$ cat src/rtl/rv_dpram_arb.sv
// Dual-master arbiter for a simple dual-port RAM (one write, one read port).
// Same-cycle write-to-read forwarding is enabled by defining RV_DPRAM_ARB_FWD_EN.
module rv_dpram_arb #(
  parameter int WIDTH = 32,
  parameter int DEPTH = 1024,
  localparam int AW = (DEPTH > 1) ? $clog2(DEPTH) : 1
) (
  input  logic             clk,
  input  logic             rst_n,
  input  logic             m0_req,
  input  logic             m0_we,
  input  logic [AW-1:0]    m0_addr,
  input  logic [WIDTH-1:0] m0_wdata,
  output logic             m0_gnt,
  output logic             m0_rvalid,
  output logic [WIDTH-1:0] m0_rdata,
  input  logic             m1_req,
  input  logic             m1_we,
  input  logic [AW-1:0]    m1_addr,
  input  logic [WIDTH-1:0] m1_wdata,
  output logic             m1_gnt,
  output logic             m1_rvalid,
  output logic [WIDTH-1:0] m1_rdata,
  output logic             ram_wena,
  output logic [AW-1:0]    ram_addra,
  output logic [WIDTH-1:0] ram_dina,
  output logic             ram_renb,
  output logic [AW-1:0]    ram_addrb,
  input  logic [WIDTH-1:0] ram_doutb
);

  logic wc0, wc1, rc0, rc1;
  logic wg0, wg1, rg0, rg1;
  logic wptr_q, rptr_q;
  logic rv0_q, rv1_q;
  logic [WIDTH-1:0] rsp;

  assign wc0 = rst_n & m0_req & m0_we;
  assign wc1 = rst_n & m1_req & m1_we;
  assign rc0 = rst_n & m0_req & ~m0_we;
  assign rc1 = rst_n & m1_req & ~m1_we;

  assign wg0 = wc0 & (~wc1 | ~wptr_q);
  assign wg1 = wc1 & (~wc0 | wptr_q);
  assign rg0 = rc0 & (~rc1 | ~rptr_q);
  assign rg1 = rc1 & (~rc0 | rptr_q);

  assign m0_gnt = wg0 | rg0;
  assign m1_gnt = wg1 | rg1;

  // Priority pointers flip only when both masters contend for the port.
  always_ff @(posedge clk or negedge rst_n) begin
    if (!rst_n) begin
      wptr_q <= 1'b0;
      rptr_q <= 1'b0;
    end else begin
      if (wc0 && wc1) wptr_q <= ~wptr_q;
      if (rc0 && rc1) rptr_q <= ~rptr_q;
    end
  end

  // Write port mux from the granted writer.
  always_comb begin
    ram_wena  = 1'b0;
    ram_addra = '0;
    ram_dina  = '0;
    unique case (1'b1)
      wg0: begin
        ram_wena  = 1'b1;
        ram_addra = m0_addr;
        ram_dina  = m0_wdata;
      end
      wg1: begin
        ram_wena  = 1'b1;
        ram_addra = m1_addr;
        ram_dina  = m1_wdata;
      end
      default: ;
    endcase
  end

  // Read port mux from the granted reader.
  always_comb begin
    ram_renb  = 1'b0;
    ram_addrb = '0;
    unique case (1'b1)
      rg0: begin
        ram_renb  = 1'b1;
        ram_addrb = m0_addr;
      end
      rg1: begin
        ram_renb  = 1'b1;
        ram_addrb = m1_addr;
      end
      default: ;
    endcase
  end

  // Track which master owns the read returning next cycle.
  always_ff @(posedge clk or negedge rst_n) begin
    if (!rst_n) begin
      rv0_q <= 1'b0;
      rv1_q <= 1'b0;
    end else begin
      rv0_q <= rg0;
      rv1_q <= rg1;
    end
  end

`ifdef RV_DPRAM_ARB_FWD_EN
  logic             fwd_q;
  logic [WIDTH-1:0] fwd_data_q;

  // Capture write data when it collides with the read address.
  always_ff @(posedge clk or negedge rst_n) begin
    if (!rst_n) begin
      fwd_q      <= 1'b0;
      fwd_data_q <= '0;
    end else begin
      fwd_q      <= ram_wena & ram_renb & (ram_addra == ram_addrb);
      fwd_data_q <= ram_dina;
    end
  end

  assign rsp = fwd_q ? fwd_data_q : ram_doutb;
`else
  assign rsp = ram_doutb;
`endif

  assign m0_rdata = rv0_q ? rsp : '0;
  assign m1_rdata = rv1_q ? rsp : '0;
  assign m0_rvalid = rv0_q;
  assign m1_rvalid = rv1_q;

endmodule

$ cat config.mk
export PLATFORM = sky130hd
export DESIGN_NAME = rv_dpram_arb
export DESIGN_NICKNAME = d
export VERILOG_FILES = /design/src/rtl/rv_dpram_arb.sv
export SDC_FILE = /design/constraint.sdc
export NUM_CORES = 1
export LEC_CHECK = 0
export CAP_MARGIN = 20
export CORE_AREA = 2 2 94 96
export DETAILED_ROUTE_END_ITERATION = 6
export DIE_AREA = 0 0 96 98
export PLACE_DENSITY = 0.66
export SYNTH_ARGS = -nofsm -noshare
export SYNTH_HDL_FRONTEND = slang
export SYNTH_SLANG_ARGS = --single-unit
export TNS_END_PERCENT = 1
$ cat constraint.sdc
create_clock -name clk -period 4.4 [get_ports clk]
set_input_delay 0.88 -clock clk [delete_from_list [all_inputs] [get_ports clk]]
set_output_delay 0.88 -clock clk [all_outputs]
set_load 0.005 [all_outputs]
==> impl_metrics.env, run 1 <==
export IMPL_worst_slack_ns=0.6605
export IMPL_r2r_slack_ns=3.39
export IMPL_period_share_pct=84.99
export IMPL_crit_top_cell="clkdlybuf4s50_1"
export IMPL_grt_pass1_vias=2148
export IMPL_ff2ff_path_depth=2
export IMPL_fill_cells=834
export IMPL_r2r_start="rptr_q"
export IMPL_crit_path_end_kind="output pin"
export IMPL_cap_viol_max_count=0
export IMPL_core_area_um2=8466
export IMPL_syn_to_final_growth_pct=198.4
export IMPL_path_class="input port to output pin"
export IMPL_ys_warn_count=0
export IMPL_rsz0062_at_grt="no"
export IMPL_rows=34
export IMPL_antenna_found_initial=0
export IMPL_io_pins=244
export IMPL_drtPass1Iterations=4
export IMPL_grt_overflow_total=0
export IMPL_avgViaCountPerCell=4.321
export IMPL_worst_pin_slew_ns=0.7818
export IMPL_synth_flop_cell="dfrtp_1"
export IMPL_start_util_pct=15.05
export IMPL_cts_resized_gates=0
export IMPL_fmax_ghz=0.2674
export IMPL_clock_latency_ns=0.22
export IMPL_htreeDepth=1
export IMPL_hold_class="flop to flop"
export IMPL_cts_hold_buf=0
export IMPL_leakagePower_nw=1.401
export IMPL_fin_skew_ns=0.001336
export IMPL_hpwl_mm=6.172
export IMPL_multi_input_area_um2=1042
export IMPL_synth_most_common_cell="and2_1"
export IMPL_cts_buffers=3
export IMPL_yosysTopAreaCell="and2_1"
export IMPL_ir_drop_v=0.00006536
export IMPL_cts_tree="built"
export IMPL_ant_nets=0
export IMPL_synth_cell_types=24
export IMPL_drc=0
export IMPL_die_h_um=98
export IMPL_avgSynthCellArea_um2=7.449
export IMPL_grt_usage_pct=14.46
export IMPL_rr_endpoint="m0_rvalid"
export IMPL_nNetsFinal=527
export IMPL_clkSinkCount=4
export IMPL_seqCellArea_um2=100.1
export IMPL_drt_wl_total_mm=7.401
export IMPL_hold_violations=0
export IMPL_drv_slew=0
export IMPL_synth_async_reset_ratio_pct=100.0
export IMPL_drive_gt1_share_pct=2.481
export IMPL_n_antenna_cell=0
export IMPL_grt_max_degree=41
export IMPL_post_cts_buffers=0
export IMPL_ys_seq_area_share_pct=7.859
export IMPL_first_iter_violations=39
export IMPL_synth_area_leaders="and2_1 32%, a22o_1 22%, o2bb2ai_1 14%, dfrtp_1 7.9%, buf_8 3.5%"
export IMPL_ys_ff_latch=4
export IMPL_setup_viol=0
export IMPL_critPathMaxStageDelay_ns=0.52
export IMPL_cp_startpoint="m1_req"
export IMPL_clk_pin_slew_worst_paths_ns=0.03
export IMPL_route_vias_total=2208
export IMPL_arrival_ns=2.86
export IMPL_hp_start="rptr_q"
export IMPL_syn_area_um2=1274
export IMPL_grt_first_pass_wirelength_mm=10.81
export IMPL_status="completed"
export IMPL_finalSetupTns_ns=0
export IMPL_die_area_um2=9408
export IMPL_pre_cts_slack_ns=0.6573
export IMPL_gp_congestion=0.7331
export IMPL_pwr_density_cell_nw_per_um2=113.8
export IMPL_root_buffer="clkbuf_8"
export IMPL_wl_per_cell_um=14.48
export IMPL_io_buffers=243
export IMPL_die_w_um=96
export IMPL_slew_headroom_pct=47.88
export IMPL_yosysTopAreaCellShare_pct=31.93
export IMPL_synthCells=171
export IMPL_worstPathMaxFanout=33
export IMPL_crit_path_cell_trace="clkdlybuf4s50_1, and2_1, and3_4, a22o_1, clkdlybuf4s50_1"
export IMPL_synth_common_cells="65 x and2_1, 32 x a22o_1, 20 x o2bb2ai_1"
export IMPL_cpMaxStageDelayCell="clkdlybuf4s50_1"
export IMPL_cp_required_ns=3.52
export IMPL_synth_edf_count=0
export IMPL_clk_path_buf_depth=2
export IMPL_setup_worst_path_end="ram_dina[9]"
export IMPL_startpoint_type="input port"
export IMPL_syn_nets=293
export IMPL_period_needed_ns=3.740
-- routing by layer --
layer	vias to the layer above	GRT usage [%]	part of all wire, %
met5	-	0	0
met4	0	3.736	0.69
met3	4	4.321	11
met2	141	26.60	50
met1	974	15.76	38
li1	1089	-	-
-- kinds of logic (layout without fill, tap and decap cells) --
logic type / after synthesis / after routing / synth area share [%]
DFF: 4 / 4 / 7.859
xor gates and xnor gates: 2 / 2 / 1.375
AOI/OAI and AO/OA: 58 / 58 / 40.18
buffers and inverters: 20 / 252 / 10.31
and+or+nand+nor: 87 / 87 / 40.27
-- per-stage QoR --
stage	power [W]	util, %	cell area [µm²]	instances	hold slack [ns]
global placement	0.0003565	44.41	3760	508	0.5105
CTS	0.0004394	44.90	3801	511	0.5321
detailed placement	0.0003592	44.41	3760	508	0.5245
finish	0.0004325	44.90	3801	511	0.5253
global route	0.0004613	44.90	3801	511	0.5411
floorplan	0.0001489	-	1274	171	0.4814
-- how the worst min path moves through the flow --
stage	depth (start not counted)	to	slack, ns
2_1_floorplan	1	rptr_q	0.48
3_3_place_gp	1	rptr_q	0.51
3_5_place_dp	1	rptr_q	0.52
4_1_cts	1	rptr_q	0.53
5_1_grt	1	rptr_q	0.54
6_report	1	rptr_q	0.53
-- critical path: cells and delay by family --
| kind | cells | cell delay (ns) |
|---|---|---|
| buffers and inverters | 2 | 1.03 |
| AND/OR/NAND/NOR | 2 | 0.74 |
| AO/OA/AOI/OAI | 1 | 0.19 |
-- cell usage in the layout, fill, tap and decap left out, types with 3 or more instances in the layout --
cell type | Yosys | layout
buf_4 | 0 | 3
a22o_1 | 32 | 32
nand2_1 | 12 | 12
clkdlybuf4s50_1 | 0 | 243
dfrtp_1 | 4 | 4
and2_1 | 65 | 65
clkbuf_8 | 0 | 3
o2bb2ai_1 | 20 | 20
-- where the power goes --
group          internal (W)  switching (W)
combinational      0.000205      0.0000858
sequential        0.0000472      0.0000189
clock             0.0000582      0.0000178
total              0.000310       0.000122
-- layout make-up --
type	count	share of cell area, %
Clock buffer	3	1.086
Inverter	2	0.1975
Multi-Input combinational cell	147	27.42
Sequential cell	4	2.633
Tap cell	108	3.555
Timing Repair Buffer	247	65.11
-- state kept, by name, indices dropped and copies added (netlist names) --
name and flops:
m1_rvalid 1, m0_rvalid 1, rptr_q 1, wptr_q 1
Power figures use the tool's default switching activity.
==> run 2: changes to the inputs <==
--- a/config.mk
+++ b/config.mk
@@ -6,10 +6,10 @@
 export NUM_CORES = 1
 export LEC_CHECK = 0
 export CAP_MARGIN = 20
-export CORE_AREA = 2 2 94 96
+export CORE_AREA = 2 2 93 95
 export DETAILED_ROUTE_END_ITERATION = 6
-export DIE_AREA = 0 0 96 98
-export PLACE_DENSITY = 0.66
+export DIE_AREA = 0 0 95 97
+export PLACE_DENSITY = 0.67
 export SYNTH_ARGS = -nofsm -noshare
 export SYNTH_HDL_FRONTEND = slang
 export SYNTH_SLANG_ARGS = --single-unit
==> constraint.sdc (replaced) <==
create_clock -name clk -period 3.8 [get_ports clk]
set_input_delay 0.76 -clock clk [delete_from_list [all_inputs] [get_ports clk]]
set_output_delay 0.76 -clock clk [all_outputs]
set_load 0.005 [all_outputs]
==> run 2 against run 1 <==
Effect of this change:
- critical path depth unchanged
- design area about the same
- clock power increased by 15%
- die area decreased by 2.1%
- utilization increased by 1.9 points
- largest power group unchanged
==> impl_metrics.env, run 2 (synthesized netlist as in run 1, its figures left out) <==
export IMPL_final_cell_mix="243 x clkdlybuf4s50_1, 65 x and2_1, 32 x a22o_1, 20 x o2bb2ai_1, 12 x nand2_1"
export IMPL_clk_path_buf_depth=2
export IMPL_hold_class="flop to flop"
export IMPL_slew_headroom_pct=46.10
export IMPL_drv_slew=0
export IMPL_cts_buffers=3
export IMPL_hold_violations=0
export IMPL_first_iter_violations=33
export IMPL_htreeDepth=1
export IMPL_io_buffers=243
export IMPL_fin_util_pct=46.78
export IMPL_ant_nets=0
export IMPL_grt_overflow_total=0
export IMPL_cts_tree="built"
export IMPL_cpMaxStageDelayCell="clkdlybuf4s50_1"
export IMPL_root_buffer="clkbuf_8"
export IMPL_seq_power_share_pct=15.4
export IMPL_grt_max_degree=44
export IMPL_antenna_found_initial=0
export IMPL_worst_pin_slew_ns=0.8084
export IMPL_fin_skew_ns=0.001830
export IMPL_arrival_ns=2.74
export IMPL_n_antenna_cell=0
export IMPL_cts_resized_gates=0
export IMPL_syn_to_final_growth_pct=198.7
export IMPL_io_pins=244
export IMPL_path_buf_inv=2
export IMPL_r2r_start="rptr_q"
export IMPL_worst_slack_ns=0.3010
export IMPL_wl_per_cell_um=15.16
export IMPL_crit_path_cell_trace="clkdlybuf4s50_1, and2_1, and3_4, a22o_1, clkdlybuf4s50_1"
export IMPL_cp_startpoint="m1_req"
export IMPL_die_h_um=97
export IMPL_worstPathMaxFanout=33
export IMPL_p_sw_share_pct=28.39
export IMPL_start_util_pct=15.66
export IMPL_clkPwrFrac_pct=17.5
export IMPL_hpwl_mm=6.459
export IMPL_setup_viol=0
export IMPL_core_area_um2=8134
export IMPL_drive_gt1_share_pct=2.723
export IMPL_crit_family="buffers and inverters"
export IMPL_cp_required_ns=3.04
export IMPL_cap_viol_max_count=0
export IMPL_rows=33
export IMPL_drt_wl_total_mm=7.716
export IMPL_setup_worst_path_end="ram_dina[6]"
export IMPL_r2r_slack_ns=2.85
export IMPL_gp_congestion=0.9058
export IMPL_grt_first_pass_wirelength_mm=11.37
export IMPL_period_needed_ns=3.499
export IMPL_rr_endpoint="m1_rvalid"
export IMPL_p_comb_share_pct=67.1
export IMPL_grt_pass1_vias=2161
export IMPL_nNetsFinal=528
export IMPL_ir_drop_v=0.00007590
export IMPL_die_w_um=95
export IMPL_pwr_density_cell_nw_per_um2=132.0
export IMPL_rsz0062_at_grt="no"
export IMPL_die_area_um2=9215
export IMPL_route_vias_total=2185
export IMPL_net_switching_power_w=0.0001426
export IMPL_status="completed"
export IMPL_clkSinkCount=4
export IMPL_grt_usage_pct=15.67
export IMPL_crit_path_end_kind="output pin"
export IMPL_cp_num_cells=5
export IMPL_clock_latency_ns=0.21
export IMPL_drtPass1Iterations=4
export IMPL_cts_hold_buf=0
export IMPL_startpoint_type="input port"
export IMPL_avgViaCountPerCell=4.293
export IMPL_crit_top_cell="clkdlybuf4s50_1"
export IMPL_finalSetupTns_ns=0
export IMPL_p_int_w=0.0003596
export IMPL_period_share_pct=92.08
export IMPL_post_cts_buffers=0
export IMPL_fmax_ghz=0.2858
export IMPL_ff2ff_path_depth=3
export IMPL_drc=0
export IMPL_path_class="input port to output pin"
export IMPL_clk_pin_slew_worst_paths_ns=0.03
export IMPL_critPathMaxStageDelay_ns=0.52
export IMPL_pre_cts_slack_ns=0.3036
export IMPL_leakagePower_nw=1.406
export IMPL_layout_commonest_cell="clkdlybuf4s50_1"
export IMPL_finalPower_w=0.0005022
==> run 2: cell type report <==
type	count	area, µm²
Clock buffer	3	41.29
Fill cell	816	4329
Inverter	2	7.507
Multi-Input combinational cell	147	1042
Sequential cell	4	100.1
Tap cell	105	131.4
Timing Repair Buffer	248	2482
==> run 2: per-stage QoR <==
step                      area, µm²  instances  hold slack (ns)
after floorplan                1274        171           0.4644
after global placement         3764        506           0.5104
after detailed placement       3764        506           0.5187
after CTS                      3805        509           0.5227
after global routing           3805        509           0.5435
final                          3805        509           0.5228
==> run 2: per-layer routing <==
| layer | routed length [µm] | track usage [%] | part of all wire [%] | up-vias |
|---|---|---|---|---|
| met5 | 0 | 0 | 0 | - |
| met4 | 84 | 4.348 | 1.1 | 0 |
| met3 | 851 | 4.206 | 11 | 6 |
| met2 | 3847 | 28.53 | 50 | 129 |
| met1 | 2933 | 17.53 | 38 | 965 |
| li1 | - | - | - | 1085 |
==> run 2: how the worst min path moves through the flow <==
stage	start	end	cells past startpoint
detailed placement	rptr_q	rptr_q	1
finish	rptr_q	rptr_q	1
global route	rptr_q	rptr_q	1
floorplan	rst_n	m0_rvalid	0
CTS	rptr_q	rptr_q	1
global placement	rptr_q	rptr_q	1
==> run 2: worst register-to-register path: cells and delay by family (launching register included) <==
family          cells  cell delay, ns
compound gates      1            0.15
buf+inv             1            0.21
flops               1            0.41
simple gates        1            0.06
==> run 2: power by group through the flow <==
stage	sequential, W	clock (W)	combinational, W
floorplan	0.0000678	0	0.000105
global route	0.0000801	0.0000951	0.000362
global placement	0.0000773	0	0.000335
CTS	0.0000779	0.0000897	0.000340
detailed placement	0.0000783	0	0.000338
finish	0.0000776	0.0000877	0.000337
==> run 3: changes to the inputs <==
--- a/config.mk
+++ b/config.mk
@@ -5,7 +5,6 @@
 export SDC_FILE = /design/constraint.sdc
 export NUM_CORES = 1
 export LEC_CHECK = 0
-export CAP_MARGIN = 20
 export CORE_AREA = 2 2 93 95
 export DETAILED_ROUTE_END_ITERATION = 6
 export DIE_AREA = 0 0 95 97
==> results of run 3 <==
Same layout as run 2: the final DEF is identical, and so are final timing and power.
